==> config.mk <==
export PLATFORM = sky130hd
export DESIGN_NAME = bin2bcd_seq
export DESIGN_NICKNAME = d
export VERILOG_FILES = /design/src/rtl/bin2bcd_pkg.sv /design/src/rtl/bcd_add3_digit.sv /design/src/rtl/bin2bcd_seq.sv
export SDC_FILE = /design/constraint.sdc
export NUM_CORES = 1
export LEC_CHECK = 0
export ABC_CLOCK_PERIOD_IN_PS = 2400
export BUFFER_PORTS_ARGS = -buffer_cell sky130_fd_sc_hd__buf_2
export CAP_MARGIN = 15
export CORE_ASPECT_RATIO = 0.7
export CORE_MARGIN = 3
export CORE_UTILIZATION = 50
export CTS_BUF_LIST = sky130_fd_sc_hd__clkbuf_2
export CTS_CLUSTER_DIAMETER = 150
export DETAILED_ROUTE_END_ITERATION = 16
export PLACE_DENSITY = 0.74
export SLEW_MARGIN = 5
export SYNTH_ARGS = -nofsm -noshare
export SYNTH_HDL_FRONTEND = slang
export SYNTH_SLANG_ARGS = --single-unit
==> constraint.sdc <==
create_clock -name clk -period 2.4 [get_ports clk]
set_clock_uncertainty 0.2 [all_clocks]
set_input_delay 0.24 -clock clk [delete_from_list [all_inputs] [get_ports clk]]
set_output_delay 0.24 -clock clk [all_outputs]
set_load 0.1 [all_outputs]
==> src/rtl/bin2bcd_pkg.sv <==
// Shared types and elaboration helpers for the sequential binary-to-BCD
// converter.
//   state_e      : converter FSM states
//   min_digits() : decimal digits needed to hold 2^bin_w - 1
//   cnt_width()  : width of the bit counter for a given input width
package bin2bcd_pkg;

  typedef enum logic [1:0] {
    IDLE  = 2'd0,
    SHIFT = 2'd1,
    DONE  = 2'd2
  } state_e;

  localparam int BIN_W_DEF = 16;
  localparam int CNT_W_DEF = $clog2(BIN_W_DEF + 1);

  // 2^w is never a power of ten, so 2^w - 1 has the same digit count as 2^w,
  // i.e. floor(w * log10(2)) + 1. log10(2) ~= 0.30103.
  function automatic int min_digits(input int bin_w);
    longint unsigned scaled;
    scaled = longint'(bin_w) * 64'd30103;
    return int'(scaled / 64'd100000) + 1;
  endfunction

  function automatic int cnt_width(input int bin_w);
    return $clog2(bin_w + 1);
  endfunction

endpackage

==> src/rtl/bcd_add3_digit.sv <==
// One double-dabble correction cell: a BCD digit of 5 or more gets +3 so the
// following left shift carries correctly into the next decimal digit.
//   digit_i : current BCD digit
//   digit_o : corrected digit, ready to be shifted
module bcd_add3_digit (
  input  logic [3:0] digit_i,
  output logic [3:0] digit_o
);

  assign digit_o = (digit_i >= 4'd5) ? (digit_i + 4'd3) : digit_i;

endmodule

==> src/rtl/bin2bcd_seq.sv <==
// Sequential binary-to-BCD converter (shift-and-add-3), one input bit per
// clock, with valid/ready handshakes on both sides and optional two's
// complement input (sign + magnitude output).
//   clk, rst_n           : clock, asynchronous active-low reset
//   in_valid/in_ready    : input handshake, bin_in captured on transfer
//   bin_in               : value to convert
//   out_valid/out_ready  : output handshake
//   bcd_out              : packed BCD result, digit 0 in [3:0]
//   sign_out             : negative input (SIGNED=1 only)
//   busy                 : conversion in progress
//
// state | meaning
// IDLE  | waiting for an input transfer
// SHIFT | one correction+shift per cycle, counter counts BIN_W down to 0
// DONE  | result held on bcd_out/sign_out until the consumer takes it
module bin2bcd_seq
  import bin2bcd_pkg::*;
#(
  parameter int BIN_W  = 16,
  parameter int DIGITS = 5,
  parameter int SIGNED = 0
) (
  input  logic                  clk,
  input  logic                  rst_n,
  input  logic                  in_valid,
  output logic                  in_ready,
  input  logic [BIN_W-1:0]      bin_in,
  output logic                  out_valid,
  input  logic                  out_ready,
  output logic [4*DIGITS-1:0]   bcd_out,
  output logic                  sign_out,
  output logic                  busy
);

  localparam int CNT_W = cnt_width(BIN_W);
  localparam int BCD_W = 4 * DIGITS;

  if (BIN_W < 2) begin : g_chk_bin_w
    $error("bin2bcd_seq: BIN_W must be at least 2");
  end
  if (DIGITS < min_digits(BIN_W)) begin : g_chk_digits
    $error("bin2bcd_seq: DIGITS too small to hold 2^BIN_W - 1");
  end

  state_e             state_q, state_d;
  logic [CNT_W-1:0]   cnt_q, cnt_d;
  logic [BIN_W-1:0]   mag_q, mag_d;
  logic [BCD_W-1:0]   work_q, work_d;
  logic [BCD_W-1:0]   bcd_q, bcd_d;
  logic               sign_q, sign_d;
  logic               sign_out_q, sign_out_d;

  logic               in_fire, out_fire;
  logic               last_bit;
  logic               neg_in;
  logic [BIN_W-1:0]   mag_in;
  logic [BCD_W-1:0]   work_adj;
  logic [BCD_W+BIN_W-1:0] cat_shift;

  for (genvar g = 0; g < DIGITS; g++) begin : g_add3
    bcd_add3_digit u_add3 (
      .digit_i (work_q[4*g +: 4]),
      .digit_o (work_adj[4*g +: 4])
    );
  end

  // The corrected top digit never reaches 8 for a legal DIGITS, so the bit
  // shifted out of the top is always zero.
  assign cat_shift = {work_adj, mag_q} << 1;
  assign last_bit  = (cnt_q == CNT_W'(1));

  // Negating the most negative value wraps to 2^(BIN_W-1), which is the
  // correct magnitude when read as unsigned.
  assign neg_in = (SIGNED != 0) && bin_in[BIN_W-1];
  assign mag_in = neg_in ? (-bin_in) : bin_in;

  assign in_fire  = in_valid && in_ready;
  assign out_fire = out_valid && out_ready;

  always_ff @(posedge clk or negedge rst_n) begin
    if (!rst_n) begin
      state_q    <= IDLE;
      cnt_q      <= '0;
      mag_q      <= '0;
      work_q     <= '0;
      bcd_q      <= '0;
      sign_q     <= 1'b0;
      sign_out_q <= 1'b0;
    end else begin
      state_q    <= state_d;
      cnt_q      <= cnt_d;
      mag_q      <= mag_d;
      work_q     <= work_d;
      bcd_q      <= bcd_d;
      sign_q     <= sign_d;
      sign_out_q <= sign_out_d;
    end
  end

  always_comb begin
    state_d    = state_q;
    cnt_d      = cnt_q;
    mag_d      = mag_q;
    work_d     = work_q;
    bcd_d      = bcd_q;
    sign_d     = sign_q;
    sign_out_d = sign_out_q;

    unique case (state_q)
      IDLE:  if (in_fire) state_d = SHIFT;
      SHIFT: if (last_bit) state_d = DONE;
      DONE:  if (out_fire) state_d = in_fire ? SHIFT : IDLE;
      default: state_d = IDLE;
    endcase

    if (in_fire) begin
      work_d = '0;
      mag_d  = mag_in;
      cnt_d  = CNT_W'(BIN_W);
      sign_d = neg_in;
    end else if (state_q == SHIFT) begin
      {work_d, mag_d} = cat_shift;
      cnt_d           = cnt_q - CNT_W'(1);
      if (last_bit) begin
        bcd_d      = cat_shift[BIN_W +: BCD_W];
        sign_out_d = sign_q;
      end
    end
  end

  always_comb begin
    in_ready  = (state_q == IDLE) || ((state_q == DONE) && out_ready);
    out_valid = (state_q == DONE);
    busy      = (state_q == SHIFT);
    bcd_out   = bcd_q;
    sign_out  = sign_out_q;
  end

endmodule

[Yosys cells after proc, flatten, opt, wreduce, memory -nomap -nowiden]
Cells that the tools add are included.
Word-level totals
  bits in registers: 63
  input bits: 20
  output and inout port bits: 24
Operators by class
  add/subtract/negate cells: 6
  $lt $le $gt $ge: 5
  equal/unequal tests: 6
  mux-type cells: 16
  bitwise operators: 1
  reductions and logical operators: 7
Operators with widths (count)
  20-bit 2-to-1 mux: 2
  16-bit 2-to-1 mux: 2
  4-bit by 3-bit >= comparator with 1-bit output (second input constant): 5
  4-bit by 2-bit adder with 4-bit output (second input constant): 4
  4-bit 2-to-1 mux: 4
  5-bit 2-to-1 mux: 2
  2-bit 2-to-1 mux: 3
  2-bit case mux with 3 select lines: 1
  3-bit AND reduction: 2
  5-bit by 1-bit == test with 1-bit output (second input constant): 1
  5-bit by 1-bit subtractor with 5-bit output (second input constant): 1
  2-bit by 1-bit != test with 1-bit output (second input constant): 2
  3-bit by 2-bit adder with 3-bit output (second input constant): 1
  3-bit 2-to-1 mux: 1
  2-bit by 1-bit == test with 1-bit output (second input constant): 1
  2-bit == test (second input constant): 1
  1-bit logical AND: 2
  2-bit logical NOT: 1
  2-bit != test (second input constant): 1
  2-bit nonzero test: 1
  1-bit logical OR: 1
  1-bit 2-to-1 mux: 1
  1-bit inverter: 1

[Longest topological paths before layout]
Gate-level depths: netlist of the first run.
  word-level depth: 7
  depth in mapped cells: 7
  mapped depth without buffers: 6

[By module]
A second synthesis of the first run with hierarchy kept.
Second synthesis, totals
  cells, all modules: 304
  area total of the unflattened synthesis: 3216.8 sq um
By module, submodules not included
  bin2bcd_seq: times used 1, cells an instance 224, area each 2710.1 sq um, sequential area each 1576.5 sq um
  bcd_add3_digit: times used 5, cells an instance 16, area each 101.3 sq um, sequential area each 0.0 sq um

[Least setup slack after synthesis of the first run]
OpenSTA, ideal clock, no wires.
  kind: register to register
  start point: reg state_q[0]
  end point: reg state_q[1]
  setup time: 0.070 ns
  arrival: 2.096 ns
  required time: 2.130 ns
  slack: 0.034 ns
  stages on the path, launching flop included: 3
  clock period less this slack: 2.366 ns
  path through: dfrtp_1 -> nor2b_1 -> a22o_1
On the way
  longest elaborated chain between the ends: 6
  elaborated cells between the ends (all ways): 11
  classes of those cells: eq/ne: 5; mux: 1; reduce/logical: 5
Ends and longest elaborated chain
  from (decl): RTL line bin2bcd_seq.sv:45  | state_e state_q, state_d;
  from (signal assigned): RTL line bin2bcd_seq.sv:90  | state_q <= state_d;
  2-bit == test (*): RTL line bin2bcd_seq.sv:133  | out_valid = (state_q == DONE);
  net out_valid: RTL line bin2bcd_seq.sv:28  | output logic out_valid,
  1-bit logical AND: RTL line bin2bcd_seq.sv:78  | assign out_fire = out_valid && out_ready;
  1-bit logical OR: RTL line bin2bcd_seq.sv:132  | in_ready = (state_q == IDLE) || ((state_q == DONE) && out_ready);
  1-bit logical AND: RTL line bin2bcd_seq.sv:77  | assign in_fire = in_valid && in_ready;
  2-bit != test (no source line)
  3-bit AND reduction (no source line)
Mark *: on every way through the listed nets, which the timed path passes. The rest lies on a longest branch.
A chain may end at the register's enable or synchronous reset.

[Final worst setup path of the first run]
  start point: reg state_q[1]
  end point: out busy
On the way
  longest elaborated chain between the ends: 1
Ends and longest elaborated chain
  2-bit by 1-bit == test with 1-bit output: RTL line bin2bcd_seq.sv:134  | busy = (state_q == SHIFT);
  to (decl): RTL line bin2bcd_seq.sv:32  | output logic busy
No other way between the ends.

==> results of run 1 <==
-- critical path: cells and delay by family, from the launching register on --
kind / cells / cell delay (ps)
buffers and inverters: 2 / 560
DFF: 1 / 470
and+or+nand+nor: 1 / 230
-- layout by cell type (no fill, tap or decap), types with 8 or more instances in the layout --
cell,instances
a22o_1,9
dfrtp_1,63
buf_2,42
clkbuf_2,10
a21oi_1,15
a222oi_1,15
mux2_4,8
ha_1,12
dlygate4sd3_1,18
nand2_1,27
nor3b_1,9
o21ai_0,28
inv_1,29
-- registers in the layout, summed over array words and instances, names as in the netlist --
signal and count:
cnt_q 5, mag_q 16, bcd_out 20, state_q 2, work_q 20
-- cell families (layout without fill, tap and decap cells) --
family / count (synthesis) / in the layout / synth area share
other: 1 / 1 / 0.001252
AOI/OAI and AO/OA: 73 / 73 / 0.1658
adders and majority gates: 12 / 12 / 0.05012
and+or+nand+nor: 62 / 62 / 0.1107
buffers and inverters: 44 / 112 / 0.06475
muxes: 14 / 14 / 0.06057
DFF: 63 / 63 / 0.5263
xor gates and xnor gates: 7 / 7 / 0.02047
-- worst min path at each step --
stage	from	to	slack (ps)	cells after the start
after floorplan	rst_n	bcd_out[0]$_DFFE_PN0P_	-260	0
after global placement	rst_n	cnt_q[4]$_DFFE_PN0P_	70	1
after detailed placement	rst_n	state_q[1]$_DFFE_PN0P_	70	1
after CTS	rst_n	bcd_out[12]$_DFFE_PN0P_	50	2
after global routing	rst_n	work_q[12]$_DFFE_PN0P_	60	2
final	rst_n	work_q[12]$_DFFE_PN0P_	60	2
-- what timing repair did --
| item | in CTS | in global routing |
|---|---|---|
| gates resized for setup | 0 | 0 |
| buffers inserted | 0 | 0 |
| endpoints found under the hold margin | 80 | 0 |
| hold buffers | 18 | 0 |
-- area by class of cell --
| class | instances | area share |
|---|---|---|
| sequential | 63 | 0.4416 |
| multi-input combinational | 169 | 0.3446 |
| tap | 72 | 0.02524 |
| clock buffer | 10 | 0.01402 |
| inverter | 30 | 0.03295 |
| timing repair buffer | 67 | 0.1276 |
| clock inverter | 5 | 0.01402 |
-- per-layer routing --
| metal | part of all wire | track usage | wire length, µm |
|---|---|---|---|
| met5 | 0 | 0 | 0 |
| met3 | 0.048 | 0.05714 | 306 |
| met4 | 0.0054 | 0.04394 | 34 |
| met1 | 0.47 | 0.2772 | 2984 |
| met2 | 0.48 | 0.2951 | 3018 |
-- per-stage QoR --
| step | std cells | area (µm²) | hold slack [ps] | util | setup slack, ps |
|---|---|---|---|---|---|
| after floorplan | 276 | 2995 | -255.6 | - | 34.40 |
| final | 416 | 3570 | 60.26 | 0.6484 | 238.6 |
| after CTS | 416 | 3570 | 46.69 | 0.6484 | 209.1 |
| after detailed placement | 383 | 3289 | 68.51 | 0.5975 | 351.9 |
| after global placement | 383 | 3289 | 65.33 | 0.5975 | 396.8 |
| after global routing | 416 | 3570 | 57.82 | 0.6484 | 132.9 |
==> run_results.csv, run 1 <==
group,metric,value,unit
critical_path,path_max_fanout,9,
critical_path,critPathRequiredTime,1960,ps
placed_design,numPortBuffers,42,
finish,multi_input_area,0.001230,mm²
critical_path,rr_startpoint,"state_q[0]$_DFFE_PN0P_",
sta,finalMaxSlewViolations,0,
critical_path,reg2regPathDepth,4,
global_routing,grt_pass1_wl,10.83,mm
global_routing,grt_max_degree,28,
synth,yosys_warnings,0,
synth,ys_types,35,
sta,fmax,0.4627,GHz
critical_path,worst_setup_path_end_kind,"primary output",
finish,filler_cell_count,465,
synth,synth_edf_count,0,
synth,synth_top_cell_by_area,"dfrtp_1",
clocking,cts_tree,"built",
job,maxCapViolCount,0,
sta,relSlewSlack,0.3003,
global_routing,grt_overflow,0,
critical_path,crit_path_start_kind,"flip-flop",
synth,syn_nets,308,
die,die_w,98.51,µm
routing,dr.pass1.iters,8,
die,design.core.area,0.005505,mm²
routing,wl,6.343,mm
sta,grt_setup_unrepaired,"no",
sta,min_period,2161,ps
sta,setup-violations-final,0,
clocking,clock_latency,480,ps
finish,drive_gt1_frac,0.2238,
synth,synth_seq_cells,63,
critical_path,cpPeakStageDelay,470,ps
die,start_util,0.5441,
critical_path,crit_end,"busy",
global_routing,grt_util_all_layers,0.1940,
routing,drc_errors,0,
clocking,clockBufferDepth,2,
synth,ys.flop_type,"dfrtp_1",
critical_path,worstReg2RegEnd,"work_q[15]$_DFFE_PN0P_",
sta,fin_crit_sh,0.9006,
synth,synth-seq-area-share,0.5263,
die,die_area,0.006970,mm²
synth,synthDominantCellAreaShare,0.5263,
routing,vias_per_cell,5.435,
critical_path,r2r_setup_slack,350,ps
placed_design,dp_hpwl,4.079,mm
clocking,clkSinkCount,63,
worst_hold_path,hold_class,"input pin to asynchronous set/reset pin",
sta,worst_pin_slew,1043,ps
synth,synth_top_cells_by_count,"63 x dfrtp_1, 29 x inv_1, 28 x o21ai_0",
die,num_rows,22,
routing,wl_per_cell,15.25,µm
placed_design,gp_congestion,0.8195,
critical_path,cp_slowest_cell,"dfrtp_1",
routing,vias,2261,
routing,detail-route-antenna-nets,0,
die,die_h,70.76,µm
critical_path,path_cells,"nand2b_1 > clkinv_4 > buf_2",
finish,diodes,0,
clocking,clock-root-buffer,"clkbuf_2",
critical_path,crit_start,"state_q[1]$_DFFE_PN0P_",
synth,synth_async_sr_flop_share,1.000,
critical_path,cp.arrival,1720,ps
clocking,cts_made_buffers,9,
synth,synth_area_leaders,"dfrtp_1 53%, a222oi_1 5.0%, ha_1 5.0%, o21ai_0 4.7%, mux2_4 4.0%",
die,io_pins,44,
finish,syn_to_final_growth,19.17,%
clocking,path_clk_slew,190,ps
synth,yosysMostFrequentCell,"dfrtp_1",
routing,drt_iter0_drc,188,
outcome,outcome,"complete, no violations",
finish,nNetsFinal,372,
clocking,cts_max_level,3,
critical_path,crit_type,"flip-flop to primary output",
synth,syn_inst,276,
finish,regArea,0.001577,mm²
sta,tns,0,ps
synth,synth.avg_cell_area,10.85,µm²
global_routing,antenna_found_initial,0,
global_routing,first_global_vias,2203,
sta,hold_viol,0,
synth,synth_area,0.002995,mm²
Power of run 1 is not shown: default switching activity piles up to over one toggle a cycle in this logic, so the estimate is an artifact.
==> inputs of run 2 (changes only) <==
- RECOVER_POWER: unset -> 50
==> run_results.csv, run 2 (synthesized netlist as in run 1, its figures left out) <==
group,metric,value,unit
finish,most-common-layout-cells,"63 x dfrtp_1, 36 x buf_2, 29 x inv_1",
die,start_util,0.5441,
routing,wl_per_cell,15.19,µm
global_routing,antenna_found_initial,0,
worst_hold_path,hold_start,"in_valid",
routing,vias_per_cell,5.452,
worst_hold_path,hold_class,"input pin to flip-flop",
finish,drive_gt1_frac,0.2180,
clocking,clock_latency,480,ps
global_routing,grt_overflow,0,
clocking,clkSinkCount,63,
critical_path,critPathRequiredTime,1960,ps
clocking,path_clk_slew,160,ps
worst_hold_path,min_path_cells,5,
clocking,clockBufferDepth,2,
sta,fmax,0.4599,GHz
finish,nNetsFinal,372,
critical_path,crit_type,"flip-flop to primary output",
die,io_pins,44,
global_routing,grt_util_all_layers,0.1940,
die,die_area,0.006970,mm²
finish,diodes,0,
placed_design,gp_congestion,0.8195,
placed_design,dp_hpwl,4.079,mm
routing,dr.pass1.iters,6,
clocking,cts_made_buffers,9,
routing,detail-route-antenna-nets,0,
finish,syn_to_final_growth,18.84,%
sta,hold_viol,0,
die,die_w,98.51,µm
critical_path,r2r_setup_slack,340,ps
critical_path,worstReg2RegEnd,"work_q[15]$_DFFE_PN0P_",
routing,vias,2268,
placed_design,numPortBuffers,42,
sta,worst_pin_slew,1366,ps
sta,finalMaxSlewViolations,0,
sta,fin_crit_sh,0.9059,
routing,wl,6.317,mm
routing,drc_errors,0,
finish,layout_commonest_cell,"dfrtp_1",
sta,grt_setup_unrepaired,"no",
clocking,clock-root-buffer,"clkbuf_2",
global_routing,first_global_vias,2203,
sta,tns,0,ps
routing,drt_iter0_drc,163,
sta,min_period,2174,ps
die,design.core.area,0.005505,mm²
global_routing,grt_max_degree,28,
outcome,outcome,"complete, no violations",
die,die_h,70.76,µm
critical_path,path_max_fanout,9,
critical_path,cp.arrival,1730,ps
placed_design,placed_cells,383,
critical_path,worst_setup_path_end_kind,"primary output",
finish,layout.cells.non_filler,416,
sta,relSlewSlack,0.08951,
job,maxCapViolCount,0,
clocking,cts.repair.resized,0,
clocking,cts_max_level,3,
sta,setup-violations-final,0,
global_routing,grt_pass1_wl,10.83,mm
clocking,cts_tree,"built",
critical_path,reg2regPathDepth,4,
critical_path,rr_startpoint,"state_q[0]$_DFFE_PN0P_",
worst_hold_path,holdPathEnd,"cnt_q[3]$_DFFE_PN0P_",
die,num_rows,22,
critical_path,crit_path_start_kind,"flip-flop",
-- run 2: changes by cell type in the layout (fill, tap and decap cells not counted), sizes merged --
cell / previous run / this run
clkbuf: 10 / 19
buf: 49 / 40
-- run 2: routing by layer --
metal | GRT usage | vias up | routed length (µm)
li1 | - | 1104 | -
met1 | 0.2772 | 1100 | 3003
met2 | 0.2951 | 60 | 2962
met3 | 0.05714 | 4 | 321
met4 | 0.04394 | 0 | 30
met5 | 0 | - | 0
-- run 2: worst max-delay path by stage --
stage	from	end	slack, ps	cells past startpoint
floorplan	state_q[0]$_DFFE_PN0P_	state_q[1]$_DFFE_PN0P_	30	2
global placement	state_q[0]$_DFFE_PN0P_	work_q[15]$_DFFE_PN0P_	400	4
detailed placement	cnt_q[1]$_DFFE_PN0P_	bcd_out[11]$_DFFE_PN0P_	350	7
CTS	state_q[1]$_DFFE_PN0P_	busy	210	3
global route	state_q[1]$_DFFE_PN0P_	busy	130	3
finish	state_q[1]$_DFFE_PN0P_	busy	230	3
-- run 2: cell type report --
cell class / instances / area (µm²)
fillers: 465 / 1946
flip-flops and latches: 63 / 1577
multi-input cells: 169 / 1230
repair buffers: 67 / 445.4
inverters: 30 / 117.6
well taps: 72 / 90.09
clock buffers: 10 / 50.05
clock inverters: 5 / 50.05
-- run 2: repair_timing --
item | in CTS | in global routing
hold endpoints to repair | 80 | 0
hold buffers | 18 | 0
endpoints found under the setup margin | 0 | 0
setup buffers | 0 | 0
-- run 2: metrics by stage --
stage	utilization	hold WS (ps)	instance area, µm²	setup WS (ps)
2_1_floorplan	-	-255.6	2995	34.40
3_3_place_gp	0.5975	65.33	3289	396.8
3_5_place_dp	0.5975	68.51	3289	351.9
4_1_cts	0.6484	46.69	3570	209.1
5_1_grt	0.6466	116.1	3560	134.1
6_report	0.6466	137.1	3560	225.7
-- run 2: worst max-delay path, stage by stage, from the launching register on --
cell and delay, ps:
dfrtp_1 470, nand2b_1 240, clkinv_4 130, buf_2 430
Power of run 2 is left out for the same reason.
==> inputs of run 3 (changes only) <==
- RECOVER_POWER: 50 -> 100
==> run_results.csv, run 3 (synthesized netlist as in run 1, its figures left out) <==
group,metric,value,unit
die,die_w,98.51,µm
finish,filler_cell_count,473,
critical_path,cp.arrival,1760,ps
critical_path,worst_setup_path_end_kind,"primary output",
clocking,clock_latency,470,ps
clocking,path_clk_slew,160,ps
finish,most-common-layout-cells,"63 x dfrtp_1, 35 x clkbuf_2, 29 x inv_1",
sta,tns,0,ps
sta,grt_setup_unrepaired,"no",
finish,drive_gt1_frac,0.1890,
clocking,cts.repair.resized,0,
global_routing,first_global_vias,2203,
routing,vias,2265,
routing,drc_errors,0,
clocking,cts_max_level,3,
clocking,clockBufferDepth,2,
sta,min_period,2198,ps
routing,wl,6.293,mm
routing,wl_per_cell,15.13,µm
placed_design,placed_cell_area,0.003289,mm²
critical_path,reg2regPathDepth,4,
placed_design,gp_congestion,0.8195,
global_routing,grt_max_degree,28,
global_routing,grt_util_all_layers,0.1940,
sta,worst_pin_slew,1378,ps
die,design.core.area,0.005505,mm²
die,io_pins,44,
routing,vias_per_cell,5.445,
global_routing,antenna_found_initial,0,
die,start_util,0.5441,
sta,fmax,0.4550,GHz
sta,fin_crit_sh,0.9157,
finish,syn_to_final_growth,17.63,%
finish,nNetsFinal,372,
clocking,cts_tree,"built",
clocking,cts_made_buffers,9,
sta,relSlewSlack,0.08150,
worst_hold_path,min_path_cells,5,
routing,detail-route-antenna-nets,0,
routing,drt_iter0_drc,193,
placed_design,dp_hpwl,4.079,mm
sta,finalMaxSlewViolations,0,
die,num_rows,22,
critical_path,crit_type,"flip-flop to primary output",
outcome,outcome,"complete, no violations",
placed_design,place_ws,351.9,ps
critical_path,path_max_fanout,9,
routing,dr.pass1.iters,4,
sta,setup-violations-final,0,
finish,diodes,0,
finish,layout_commonest_cell,"dfrtp_1",
die,die_area,0.006970,mm²
clocking,clock-root-buffer,"clkbuf_2",
sta,hold_viol,0,
finish,fin_area,0.003523,mm²
die,die_h,70.76,µm
critical_path,crit_path_start_kind,"flip-flop",
global_routing,grt_pass1_wl,10.83,mm
clocking,clkSinkCount,63,
job,maxCapViolCount,0,
critical_path,critPathRequiredTime,1960,ps
placed_design,numPortBuffers,42,
global_routing,grt_overflow,0,
worst_hold_path,hold_class,"input pin to flip-flop",
sta,finalWorstSetupSlack,202.3,ps
==> run 3: changes by cell type in the layout (fill, tap and decap cells not counted), sizes merged <==
cell / delta
buf: -19
clkbuf: +19
==> run 3: worst paths after layout <==
kind | end | startpoint | slack, ps
min reg2reg | bcd_out[19]$_DFFE_PN0P_ | bcd_out[19]$_DFFE_PN0P_ | 300
min in group asynchronous | bcd_out[12]$_DFFE_PN0P_ | rst_n | 380
min | cnt_q[3]$_DFFE_PN0P_ | in_valid | 140
max | busy | state_q[1]$_DFFE_PN0P_ | 200
max reg2reg | work_q[15]$_DFFE_PN0P_ | state_q[0]$_DFFE_PN0P_ | 320
max in group asynchronous | bcd_out[2]$_DFFE_PN0P_ | rst_n | 580
==> run 3: cell type report <==
| cell class | count | area [µm²] | area share |
|---|---|---|---|
| inverters | 30 | 117.6 | 0.03338 |
| clock buffers | 10 | 50.05 | 0.01420 |
| multi-input cells | 169 | 1197 | 0.3398 |
| flip-flops and latches | 63 | 1577 | 0.4474 |
| clock inverters | 5 | 50.05 | 0.01420 |
| well taps | 72 | 90.09 | 0.02557 |
| repair buffers | 67 | 441.7 | 0.1254 |
==> run 3: stage by stage <==
stage | hold slack [ps] | util | instances
after global placement | 65.33 | 0.5975 | 383
after floorplan | -255.6 | - | 276
final | 137.1 | 0.6400 | 416
after global routing | 116.1 | 0.6400 | 416
after CTS | 46.69 | 0.6484 | 416
after detailed placement | 68.51 | 0.5975 | 383
==> run 3: timing repair <==
action | CTS | global route
setup buffers | 0 | 0
endpoints found under the hold margin | 80 | 0
hold buffers | 18 | 0
==> run 3: metal layers <==
metal | up-vias | global-route usage | wire [µm] | part of all wire
li1 | 1102 | - | - | -
met4 | 0 | 0.04394 | 30 | 0.0048
met1 | 1103 | 0.2772 | 2910 | 0.46
met5 | - | 0 | 0 | 0
met2 | 56 | 0.2951 | 3014 | 0.48
met3 | 4 | 0.05714 | 337 | 0.054
==> run 3: worst max-delay path, stage by stage, from the launching register on <==
cell      delay, ps
dfrtp_1         470
nand2b_1        240
clkinv_4        120
clkbuf_2        460
Power of run 3 is left out for the same reason.
